**src/rtl/ads_frame_reader.sv**
```systemverilog
// ADS1299 frame read sequencer: on DRDY it drives CS/SCLK, samples DOUT on each SCLK fall
// and forwards every bit to the 8-channel serial-to-parallel chain as a data/strobe pair.
module ads_frame_reader #(
   parameter int CLK_DIV     = 4,
   parameter int FRAME_BITS  = 216,
   parameter int STATUS_BITS = 24
) (
   input  logic                   clk,
   input  logic                   reset,
   input  logic                   en,
   input  logic                   drdy_n,
   input  logic                   dout,
   output logic                   cs_n,
   output logic                   sclk,
   output logic                   serial_out,
   output logic                   serial_clk,
   output logic                   s2p_en,
   output logic [STATUS_BITS-1:0] status_word,
   output logic                   frame_done,
   output logic                   overrun
);

   localparam int CNT_W = $clog2(FRAME_BITS + 1);
   localparam int DIV_W = $clog2(CLK_DIV + 1);

   localparam logic [DIV_W-1:0]       DIV_ZERO  = {DIV_W{1'b0}};
   localparam logic [DIV_W-1:0]       DIV_ONE   = DIV_W'(1);
   localparam logic [DIV_W-1:0]       DIV_LAST  = DIV_W'(CLK_DIV - 1);
   localparam logic [DIV_W-1:0]       HOLD_LAST = DIV_W'(CLK_DIV - 2);
   localparam logic [CNT_W-1:0]       CNT_ZERO  = {CNT_W{1'b0}};
   localparam logic [CNT_W-1:0]       CNT_ONE   = CNT_W'(1);
   localparam logic [CNT_W-1:0]       BITS_LAST = CNT_W'(FRAME_BITS - 1);
   localparam logic [CNT_W-1:0]       STAT_N    = CNT_W'(STATUS_BITS);
   localparam logic [STATUS_BITS-1:0] STAT_ZERO = {STATUS_BITS{1'b0}};

   typedef enum logic [2:0] {
      ST_IDLE  = 3'd0,
      ST_SETUP = 3'd1,
      ST_SHIFT = 3'd2,
      ST_HOLD  = 3'd3,
      ST_DONE  = 3'd4
   } state_t;

   state_t                 state_r, state_s;
   logic [DIV_W-1:0]       div_cnt_r, div_cnt_s;
   logic [CNT_W-1:0]       bit_cnt_r, bit_cnt_s;
   logic                   sample_r, sample_s;
   logic [STATUS_BITS-1:0] shadow_r, shadow_s;
   logic                   sclk_r, sclk_s;
   logic                   serial_out_r, serial_out_s;
   logic                   serial_clk_r, serial_clk_s;
   logic                   s2p_en_r, s2p_en_s;
   logic                   cs_n_r, cs_n_s;
   logic [STATUS_BITS-1:0] status_word_r, status_word_s;
   logic                   frame_done_r, frame_done_s;
   logic                   overrun_r, overrun_s;
   logic                   busy_s;

   logic [1:0]             sync_r;
   logic                   sync_prev_r;
   logic                   drdy_fall_r;

   // DRDY synchroniser and registered falling-edge detector
   always_ff @(posedge clk) begin
      if (reset) begin
         sync_r      <= 2'b11;
         sync_prev_r <= 1'b1;
         drdy_fall_r <= 1'b0;
      end else begin
         sync_r      <= {sync_r[0], drdy_n};
         sync_prev_r <= sync_r[1];
         drdy_fall_r <= sync_prev_r & ~sync_r[1];
      end
   end

   // Next-state and next-output logic; all outputs are registered from these values
   always_comb begin
      state_s      = state_r;
      div_cnt_s    = div_cnt_r;
      bit_cnt_s    = bit_cnt_r;
      sclk_s       = 1'b0;
      sample_s     = 1'b0;
      serial_out_s = serial_out_r;
      serial_clk_s = 1'b0;
      shadow_s     = shadow_r;
      case (state_r)
         ST_IDLE: begin
            div_cnt_s = DIV_ZERO;
            bit_cnt_s = CNT_ZERO;
            if (drdy_fall_r && en) begin
               state_s  = ST_SETUP;
               shadow_s = STAT_ZERO;
            end else begin
               state_s = ST_IDLE;
            end
         end
         ST_SETUP: begin
            if (div_cnt_r == DIV_LAST) begin
               state_s   = ST_SHIFT;
               div_cnt_s = DIV_ZERO;
            end else begin
               div_cnt_s = div_cnt_r + DIV_ONE;
            end
         end
         ST_SHIFT: begin
            sclk_s = sclk_r;
            // A high-to-low SCLK transition samples DOUT; the strobe follows one clk later
            if (div_cnt_r == DIV_LAST) begin
               div_cnt_s = DIV_ZERO;
               sclk_s    = ~sclk_r;
               if (sclk_r) begin
                  serial_out_s = dout;
                  sample_s     = 1'b1;
               end else begin
                  serial_out_s = serial_out_r;
               end
            end else begin
               div_cnt_s = div_cnt_r + DIV_ONE;
            end
            if (sample_r) begin
               serial_clk_s = 1'b1;
               bit_cnt_s    = bit_cnt_r + CNT_ONE;
               if (bit_cnt_r < STAT_N) begin
                  shadow_s = {shadow_r[STATUS_BITS-2:0], serial_out_r};
               end else begin
                  shadow_s = shadow_r;
               end
               if (bit_cnt_r == BITS_LAST) begin
                  state_s   = ST_HOLD;
                  div_cnt_s = DIV_ZERO;
               end else begin
                  state_s = ST_SHIFT;
               end
            end else begin
               serial_clk_s = 1'b0;
            end
         end
         ST_HOLD: begin
            // HOLD starts one clk after the last SCLK fall, hence CLK_DIV-1 clks here
            if (div_cnt_r == HOLD_LAST) begin
               state_s   = ST_DONE;
               div_cnt_s = DIV_ZERO;
            end else begin
               div_cnt_s = div_cnt_r + DIV_ONE;
            end
         end
         ST_DONE: begin
            state_s = ST_IDLE;
         end
         default: begin
            state_s   = ST_IDLE;
            div_cnt_s = DIV_ZERO;
            bit_cnt_s = CNT_ZERO;
         end
      endcase

      busy_s       = (state_s == ST_SETUP) || (state_s == ST_SHIFT) || (state_s == ST_HOLD);
      cs_n_s       = ~busy_s;
      s2p_en_s     = (state_s == ST_SHIFT) || serial_clk_s;
      frame_done_s = (state_s == ST_DONE);
      if (state_s == ST_DONE) begin
         status_word_s = shadow_r;
      end else begin
         status_word_s = status_word_r;
      end
      if (drdy_fall_r && (state_r != ST_IDLE)) begin
         overrun_s = 1'b1;
      end else begin
         overrun_s = overrun_r;
      end
   end

   // State, counters and registered outputs
   always_ff @(posedge clk) begin
      if (reset) begin
         state_r       <= ST_IDLE;
         div_cnt_r     <= DIV_ZERO;
         bit_cnt_r     <= CNT_ZERO;
         sample_r      <= 1'b0;
         shadow_r      <= STAT_ZERO;
         sclk_r        <= 1'b0;
         serial_out_r  <= 1'b0;
         serial_clk_r  <= 1'b0;
         s2p_en_r      <= 1'b0;
         cs_n_r        <= 1'b1;
         status_word_r <= STAT_ZERO;
         frame_done_r  <= 1'b0;
         overrun_r     <= 1'b0;
      end else begin
         state_r       <= state_s;
         div_cnt_r     <= div_cnt_s;
         bit_cnt_r     <= bit_cnt_s;
         sample_r      <= sample_s;
         shadow_r      <= shadow_s;
         sclk_r        <= sclk_s;
         serial_out_r  <= serial_out_s;
         serial_clk_r  <= serial_clk_s;
         s2p_en_r      <= s2p_en_s;
         cs_n_r        <= cs_n_s;
         status_word_r <= status_word_s;
         frame_done_r  <= frame_done_s;
         overrun_r     <= overrun_s;
      end
   end

   assign cs_n        = cs_n_r;
   assign sclk        = sclk_r;
   assign serial_out  = serial_out_r;
   assign serial_clk  = serial_clk_r;
   assign s2p_en      = s2p_en_r;
   assign status_word = status_word_r;
   assign frame_done  = frame_done_r;
   assign overrun     = overrun_r;

endmodule

```
**config.mk**
```make
export PLATFORM = sky130hd
export DESIGN_NAME = ads_frame_reader
export DESIGN_NICKNAME = d
export VERILOG_FILES = /design/src/rtl/ads_frame_reader.sv
export SDC_FILE = /design/constraint.sdc
export NUM_CORES = 1
export LEC_CHECK = 0
export ABC_AREA = 1
export CAP_MARGIN = 25
export CORE_MARGIN = 2
export CORE_UTILIZATION = 45
export DETAILED_ROUTE_END_ITERATION = 10
export PLACE_DENSITY = 0.67
export SLEW_MARGIN = 0
export SYNTH_ARGS = -nofsm -noshare
export SYNTH_HDL_FRONTEND = slang
export SYNTH_SLANG_ARGS = --single-unit
export TNS_END_PERCENT = 50
```
**constraint.sdc**
```tcl
create_clock -name clk -period 2.55 [get_ports clk]
set_input_delay 0.51 -clock clk [delete_from_list [all_inputs] [get_ports clk]]
set_output_delay 0.51 -clock clk [all_outputs]
set_load 0.05 [all_outputs]
```
==> metrics.yaml, run 1 <==
setup_viol: 0
synth_cell_types: 29
grt_usage_pct: 18.3
grt_pass1_vias: 2367
synth_top_family_by_area: "simple AND/OR/NAND/NOR gates"
numCtsBuffers: 9
clock_latency_ns: 0.34
synthXorXnorAreaFrac_pct: 0.293
synth-seq-cells: 74
clock-sinks: 74
synth_top_area_share_pct: 49.5
clock_skew_ns: 0.00703
finalNonFillerCells: 502
crit_family: "buffers and inverters"
critPathMaxStageDelay_ns: 0.83
p_total_mw: 2.40
cts_max_level: 3
synth_common_cells: "74 x dfxtp_1, 73 x nor2_1, 65 x nand2_1, 36 x nand3_1, 31 x a21oi_1"
drt_iter0_markers: 94
syn-mean-instance-area_um2: 7.73
grt_max_degree: 35
antenna_left: 0
cts_tree: "yes"
cellInternalPower_mw: 1.93
crit_chain: "clkdlybuf4s50_1"
clk_pin_slew_worst_paths_ns: 0.08
hpwl_um: 4030
synth_most_common_cell: "dfxtp_1"
wl_per_cell_um: 12.7
num_rows: 29
swShare_pct: 19.6
final_hold_viol_count: 0
async_reset_ff_share_pct: 0
slew_headroom_pct: 66.2
cts_resized: 0
synth-adder-area-share_pct: 2.51
diodes: 0
synth-compound-area-share_pct: 11.5
antenna_found_initial: 0
area_growth_pct: 21.7
arrival_ns: 1.56
status: "finished, final reports clean"
final_nets: 431
die_h_um: 85.5
endpoint_kind: "output pin"
fillerInstances: 583
min_path_cells: 1
combPwrFrac_pct: 2.0
die_area_mm2: 0.00732
crit_required_ns: 2.04
worst_slew_pin_slew_ns: 0.505
fmax_ghz: 0.483
cts-root-buf: "clkbuf_8"
synth_area_leaders: "dfxtp_1 50%, nor2_1 9.2%, nand2_1 8.2%"
netlist_instances: 387
syn_area_mm2: 0.00299
tns_ns: 0
worstPathMaxFanout: 3
dr.pass1.iters: 4
pwr-share-clk_pct: 49.7
vias: 2547
cp.depth: 1
synth_edf_count: 0
synthesis.nets: 398
synthMuxAreaShare_pct: 0
grt_setup_unrepaired: "no"
p_seq_share_pct: 48.3
io_buffers: 35
cts_buffer_depth: 2
p_sw_mw: 0.471
crit_slowest_cell: "clkdlybuf4s50_1"
min_period_ns: 2.07
grt.overflow.total: 0
start_kind: "flip-flop"
drv_cap: 0
yosys.area.top_type: "dfxtp_1"
viasPerCell: 5.07
min_period_over_period_pct: 81.2
postRouteWirelength_um: 6360
max-vdd-ir-drop_mv: 0.340
drive_above_1_share_pct: 8.94
criticalPathCategory: "flip-flop to output pin"
start_util_pct: 46.8
synth_simple_gate_area_share_pct: 28.6
min_path_type: "flip-flop to flip-flop"
grt_pass1_wl_um: 10800
slew_viol_final: 0
die_x_um: 85.5
yosys_warnings: 0
core_mm2: 0.00639
postCtsHoldBufs: 0
io_pins: 36
cts_setup_buffers: 0
synth_seq_area_share_pct: 49.5
drc: 0
cp_num_buf_inv: 1
ys.flop_type: "dfxtp_1"
p_leak_nw: 1.49
gp_congestion: 0.881
place_inst: 486
p_per_area_mw_per_mm2: 659
reg2regPathDepth: 7
[cells in the final DEF, fill, tap and decap left out, drive strengths merged, types with 3 or more instances in the layout]
master,n
nand2,67
inv,31
o21ai,29
or2,4
bufinv,4
ha,6
nor2,77
clkbuf,10
a21oi,33
buf,5
nor3,3
nand3,38
clkdlybuf4s50,35
nand4,5
dfxtp,74
[routing by layer]
metal | part of all wire, % | up-vias | global-route usage [%] | wire [um]
li1 | - | 1313 | - | -
met1 | 48 | 1177 | 24.0 | 3050
met2 | 47 | 51 | 29.7 | 2990
met3 | 4.1 | 6 | 4.04 | 261
met4 | 0.93 | 0 | 6.35 | 59
met5 | 0 | - | 0 | 0
[area by class of cell]
cell class	instances	area, um2	share of cell area (%)
Clock inverter	6	138	3.78
Clock buffer	10	128	3.51
Inverter	30	113	3.09
Multi-Input combinational cell	265	1280	35.3
Sequential cell	74	1480	40.7
Tap cell	77	96.3	2.65
Timing Repair Buffer	40	400	11.0
[sequential cells by signal (all words and copies together) (netlist names)]
name,flops
bit_cnt_r,8
cs_n,1
div_cnt_r,3
drdy_fall_r,1
frame_done,1
overrun,1
s2p_en,1
sample_r,1
sclk,1
serial_clk,1
serial_out,1
shadow_r,24
state_r,3
status_word,24
sync_prev_r,1
sync_r,2
[power groups by stage]
stage	logic (mW)	clock network [mW]	registers, mW
global route	0.0519	1.27	1.16
finish	0.0473	1.19	1.16
CTS	0.0480	1.22	1.16
global placement	0.0471	0	1.19
detailed placement	0.0479	0	1.19
floorplan	0.0289	0	1.19
[kinds of logic after synthesis]
logic type,Yosys count
AO/OA/AOI/OAI,64
XOR/XNOR,1
adder cells (fa/ha/maj),6
buffers and inverters,48
flip-flops,74
AND/OR/NAND/NOR,194
[through the flow]
stage	util, %	hold WS, ns	area (um2)	setup slack (ns)
after floorplan	-	0.389	2990	1.19
after global placement	52.8	0.393	3370	0.642
after detailed placement	52.8	0.402	3370	0.617
after CTS	57.0	0.422	3640	0.456
after global routing	57.0	0.427	3640	0.418
final	57.0	0.418	3640	0.480
[final timing paths]
kind	startpoint	end	slack [ns]
hold / removal	sync_r[0]	sync_r[1]	0.42
hold reg to reg	sync_r[0]	sync_r[1]	0.42
setup reg to reg	state_r[2]	bit_cnt_r[2]	0.88
setup / recovery	serial_out	serial_out	0.48
Note: power is estimated with default switching activity, not from simulation.
==> run 2: changes to the inputs <==
==> constraint.sdc (replaced) <==
create_clock -name clk -period 2.1 [get_ports clk]
set_input_delay 0.42 -clock clk [delete_from_list [all_inputs] [get_ports clk]]
set_output_delay 0.42 -clock clk [all_outputs]
set_load 0.05 [all_outputs]
==> run 2 against run 1 <==
Compared with the run above:
- clock power grew 4%
- sequential share of layout area grew 0.25 points
- largest cell class unchanged
- clock-buffer cell count fell by 1
- non-clock buffer count grew 1
- register-to-register slack got worse by 0.43 ns
- critical path type unchanged
==> metrics.yaml, run 2 (synthesis gave the netlist of run 1 again) <==
vias: 2464  # was 2547
gp_congestion: 0.824  # was 0.881
crit_slowest_cell: "clkdlybuf4s50_1"  # unchanged
max-vdd-ir-drop_mv: 0.510  # was 0.340 mV
drt_iter0_markers: 115  # was 94
tns_ns: 0  # unchanged
min_to: "sync_r[1]"  # unchanged
final_hold_viol_count: 0  # unchanged
clock_latency_ns: 0.34  # about the same
status: "finished, final reports clean"  # unchanged
min_period_ns: 1.99
antenna_found_initial: 0  # unchanged
setup_viol: 0  # unchanged
min_path_type: "flip-flop to flip-flop"  # unchanged
final_cell_mix: "74 x dfxtp_1, 73 x nor2_1, 65 x nand2_1, 36 x nand3_1, 35 x clkdlybuf4s50_1"  # unchanged
critPathMaxStageDelay_ns: 0.83  # about the same
slew_viol_final: 0  # unchanged
crit_required_ns: 1.68  # was 2.04 ns
grt_pass1_vias: 2391  # was 2367
cts-root-buf: "clkbuf_8"  # unchanged
wl_per_cell_um: 12.0  # was 12.7 um
io_pins: 36  # unchanged
viasPerCell: 4.90  # was 5.07
final_common_cell: "dfxtp_1"  # unchanged
grt_pass1_wl_um: 10600  # was 10800 um
cts_max_level: 3  # unchanged
drive_above_1_share_pct: 9.39  # was 8.94%
cts_buffer_depth: 2  # unchanged
core_mm2: 0.00639  # unchanged
grt_usage_pct: 17.9  # was 18.3%
die_area_mm2: 0.00732  # unchanged
clock_skew_ns: 0.00925  # was 0.00703 ns
antenna_left: 0  # unchanged
area_growth_pct: 20.9  # was 21.7%
p_per_area_mw_per_mm2: 747  # was 659 mW/mm2
start_util_pct: 46.8  # unchanged
slew_headroom_pct: 61.5  # was 66.2%
clock-sinks: 74  # unchanged
placedInstanceArea_mm2: 0.00339  # was 0.00337 mm2
fillerInstances: 614  # was 583
crit_chain: "clkdlybuf4s50_1"  # unchanged
rrSetupSlack_ns: 0.45  # was 0.88 ns
die_h_um: 85.5  # unchanged
grt_max_degree: 41  # was 35
start_kind: "flip-flop"  # unchanged
die_x_um: 85.5  # unchanged
endpoint_kind: "output pin"  # unchanged
cts_setup_buffers: 0  # unchanged
rr_endpoint: "bit_cnt_r[2]"  # unchanged
grt_setup_unrepaired: "no"  # unchanged
design_area_mm2: 0.00362  # was 0.00364 mm2
postRouteWirelength_um: 6040  # was 6360 um
criticalPathCategory: "flip-flop to output pin"  # unchanged
hold_ws_ns: 0.416  # was 0.418 ns
crit_family: "buffers and inverters"  # unchanged
p_total_mw: 2.70  # was 2.40 mW
drc: 0  # unchanged
cts_resized: 0  # unchanged
postCtsHoldBufs: 0  # unchanged
final_util_pct: 56.6  # was 57.0%
arrival_ns: 1.57  # was 1.56 ns
cp_num_buf_inv: 1  # unchanged
num_rows: 29  # unchanged
worstPathMaxFanout: 3  # unchanged
hpwl_um: 3980  # was 4030 um
dr.pass1.iters: 4  # unchanged
grt.overflow.total: 0  # unchanged
p_leak_nw: 1.48  # was 1.49 nW
min_path_cells: 1  # unchanged
worstReg2RegStart: "state_r[2]"  # unchanged
min_period_over_period_pct: 94.7
fmax_ghz: 0.503
numCtsBuffers: 9  # unchanged
hp-start: "sync_r[0]"  # unchanged
clk_pin_slew_worst_paths_ns: 0.08  # about the same
cts_tree: "yes"  # unchanged
io_buffers: 35  # unchanged
diodes: 0  # unchanged
drv_cap: 0  # unchanged
final_nets: 432  # was 431
worst_slew_pin_slew_ns: 0.571  # was 0.505 ns
reg2regPathDepth: 7  # unchanged
run 2: changes by cell type in the layout (fill, tap and decap cells not counted), sizes merged:
cell      previous run  this run
bufinv               4         2
buf                  5         6
inv                 31        33
clkbuf              10         9
clkinvlp             0         1
run 2: metrics by stage:
step / setup WS (ns) / std cells
3_5_place_dp: 0.352 / 487
2_1_floorplan: 0.735 / 387
4_1_cts: 0.106 / 503
3_3_place_gp: 0.387 / 487
5_1_grt: 0.0814 / 503
6_report: 0.111 / 503
run 2: metal layers:
layer	track usage, %	up-vias	part of all wire [%]
met5	0	-	0
met4	7.94	0	1.8
met3	3.66	12	2.6
met2	28.6	33	45
met1	23.5	1102	50
li1	-	1317	-
run 2: power by group:
part           switching, mW  total [mW]  internal, mW  leakage [nW]
Combinational         0.0365      0.0574        0.0210         0.771
Clock                  0.556        1.24         0.680         0.111
Sequential           0.00188        1.41          1.41         0.597
Total                  0.594        2.70          2.11          1.48
run 2: worst max path at each step:
stage          cells after the start         endpoint  slack (ns)    startpoint
2_1_floorplan                      8  status_word[10]        0.74  div_cnt_r[0]
3_3_place_gp                       6     shadow_r[12]        0.39            en
3_5_place_dp                       6     shadow_r[11]        0.35            en
4_1_cts                            1       serial_out        0.11    serial_out
5_1_grt                            1       serial_out        0.08    serial_out
6_report                           1       serial_out        0.11    serial_out
run 2: layout make-up:
class / instances / area (um2) / area share (%)
repair buffers: 41 / 420 / 11.6
well taps: 77 / 96.3 / 2.66
inverters: 30 / 113 / 3.11
flip-flops and latches: 74 / 1480 / 41.0
multi-input cells: 265 / 1280 / 35.5
clock inverters: 7 / 98.8 / 2.73
clock buffers: 9 / 124 / 3.42
==> run 3: changes to the inputs <==
--- a/config.mk
+++ b/config.mk
@@ -11,6 +11,7 @@
 export CORE_UTILIZATION = 45
 export DETAILED_ROUTE_END_ITERATION = 10
 export PLACE_DENSITY = 0.67
+export RECOVER_POWER = 50
 export SLEW_MARGIN = 0
 export SYNTH_ARGS = -nofsm -noshare
 export SYNTH_HDL_FRONTEND = slang
==> run 3 against run 2 <==
Compared with the run above:
- sequential share of layout area grew 0.33 points
- largest cell class unchanged
- first-iteration DRC count is 8.7% higher
- largest power group unchanged
- die area did not move
- combinational power down 7.7%
- power decreased by 0.12%
- non-clock buffer count unchanged
- final cell count unchanged
- global-route usage unchanged
- core utilization fell by 0.45 points
- setup slack worse by 0.0015 ns
- routed wire length is essentially flat
==> metrics.yaml, run 3 (synthesis gave the netlist of run 1 again) <==
status: "finished, final reports clean"  # unchanged
cts_buffer_depth: 2  # unchanged
p_leak_nw: 1.47  # was 1.48 nW
fmax_ghz: 0.502  # was 0.503 GHz
cts-root-buf: "clkbuf_8"  # unchanged
diodes: 0  # unchanged
grt_max_degree: 41  # unchanged
crit_family: "buffers and inverters"  # unchanged
final_common_cell: "dfxtp_1"  # unchanged
antenna_found_initial: 0  # unchanged
viasPerCell: 4.90  # about the same
drc: 0  # unchanged
cts_tree: "yes"  # unchanged
tns_ns: 0  # unchanged
crit_required_ns: 1.68  # about the same
start_util_pct: 46.8  # unchanged
slew_headroom_pct: 46.7  # was 61.5%
max-vdd-ir-drop_mv: 0.510  # about the same
hold_ws_ns: 0.416  # about the same
arrival_ns: 1.57  # about the same
io_pins: 36  # unchanged
reg2regPathDepth: 7  # unchanged
grt_pass1_vias: 2391  # unchanged
core_mm2: 0.00639  # unchanged
clock-sinks: 74  # unchanged
min_path_type: "flip-flop to flip-flop"  # unchanged
worstPathMaxFanout: 3  # unchanged
final_hold_viol_count: 0  # unchanged
grt_pass1_wl_um: 10600  # unchanged
drive_above_1_share_pct: 8.92  # was 9.39%
cp.depth: 1  # unchanged
io_buffers: 35  # unchanged
critPathMaxStageDelay_ns: 0.83  # about the same
cp_num_buf_inv: 1  # unchanged
numCtsBuffers: 9  # unchanged
clock_skew_ns: 0.00933  # was 0.00925 ns
criticalPathCategory: "flip-flop to output pin"  # unchanged
final_util_pct: 56.2  # was 56.6%
fillerInstances: 620  # was 614
area_growth_pct: 19.9  # was 20.9%
worst_slew_pin_slew_ns: 0.800  # was 0.571 ns
start_kind: "flip-flop"  # unchanged
final_cell_mix: "74 x dfxtp_1, 73 x nor2_1, 66 x nand2_1, 36 x nand3_1, 34 x clkdlybuf4s50_1"  # was 74 x dfxtp_1, 73 x nor2_1, 65 x nand2_1, 36 x nand3_1, 35 x clkdlybuf4s50_1
die_x_um: 85.5  # unchanged
dr.pass1.iters: 4  # unchanged
drt_iter0_markers: 125  # was 115
crit_slowest_cell: "clkdlybuf4s50_1"  # unchanged
pre_cts_ws_ns: 0.352  # unchanged
cts_max_level: 3  # unchanged
vias: 2465  # was 2464
final-seq-area_mm2: 0.00148  # unchanged
num_rows: 29  # unchanged
grt_setup_unrepaired: "no"  # unchanged
cts_resized: 0  # unchanged
drv_cap: 0  # unchanged
cts_setup_buffers: 0  # unchanged
grt_usage_pct: 17.9  # unchanged
final_nets: 432  # unchanged
antenna_left: 0  # unchanged
multi_input_area_mm2: 0.00127  # was 0.00128 mm2
clk_pin_slew_worst_paths_ns: 0.08  # about the same
fin_ws_ns: 0.110  # was 0.111 ns
endpoint_kind: "output pin"  # unchanged
crit_chain: "clkdlybuf4s50_1"  # unchanged
slew_viol_final: 0  # unchanged
wl_per_cell_um: 12.0  # about the same
worstReg2RegStart: "div_cnt_r[0]"  # was state_r[2]
hpwl_um: 3980  # unchanged
min_period_over_period_pct: 94.8  # was 94.7%
rrSetupSlack_ns: 0.30  # was 0.45 ns
p_per_area_mw_per_mm2: 752  # was 747 mW/mm2
gp_congestion: 0.824  # unchanged
setup_viol: 0  # unchanged
postCtsHoldBufs: 0  # unchanged
die_area_mm2: 0.00732  # unchanged
min_period_ns: 1.99  # about the same
rr_endpoint: "status_word[8]"  # was bit_cnt_r[2]
crit_end: "serial_out"  # unchanged
postRouteWirelength_um: 6030  # was 6040 um
grt.overflow.total: 0  # unchanged
die_h_um: 85.5  # unchanged
clock_latency_ns: 0.34  # about the same
crit_path_start: "serial_out"  # unchanged
run 3: per-layer routing:
metal	up-vias	share of wire [%]	GRT usage, %
li1	1317	-	-
met1	1103	50	23.5
met2	34	45	28.6
met3	11	2.8	3.66
met4	0	1.8	7.94
met5	-	0	0
run 3: layout make-up:
| type | instances | share of cell area [%] |
|---|---|---|
| multi-input combinational | 265 | 35.4 |
| tap | 77 | 2.68 |
| sequential | 74 | 41.3 |
| timing repair buffer | 41 | 11.3 |
| inverter | 30 | 3.14 |
| clock inverter | 7 | 2.75 |
| clock buffer | 9 | 3.45 |
run 3: worst min path at each step:
| stage | cells after the start | startpoint | endpoint | slack, ns |
|---|---|---|---|---|
| after floorplan | 1 | sync_r[0] | sync_r[1] | 0.39 |
| after global placement | 1 | sync_r[0] | sync_r[1] | 0.39 |
| after detailed placement | 1 | sync_r[0] | sync_r[1] | 0.40 |
| after CTS | 1 | sync_r[0] | sync_r[1] | 0.42 |
| after global routing | 2 | sync_prev_r | drdy_fall_r | 0.44 |
| final | 1 | sync_r[0] | sync_r[1] | 0.42 |
run 3: through the flow:
| step | instances | area [um2] | power [mW] |
|---|---|---|---|
| after floorplan | 387 | 2990 | 1.48 |
| after global placement | 487 | 3390 | 1.50 |
| after detailed placement | 487 | 3390 | 1.50 |
| after CTS | 503 | 3620 | 2.73 |
| after global routing | 503 | 3590 | 2.78 |
| final | 503 | 3590 | 2.70 |
run 3: power by group:
group	leakage (nW)	switching, mW	total (mW)	internal [mW]
clock network	0.111	0.557	1.24	0.680
registers	0.597	0.00188	1.41	1.41
logic	0.764	0.0357	0.0530	0.0173
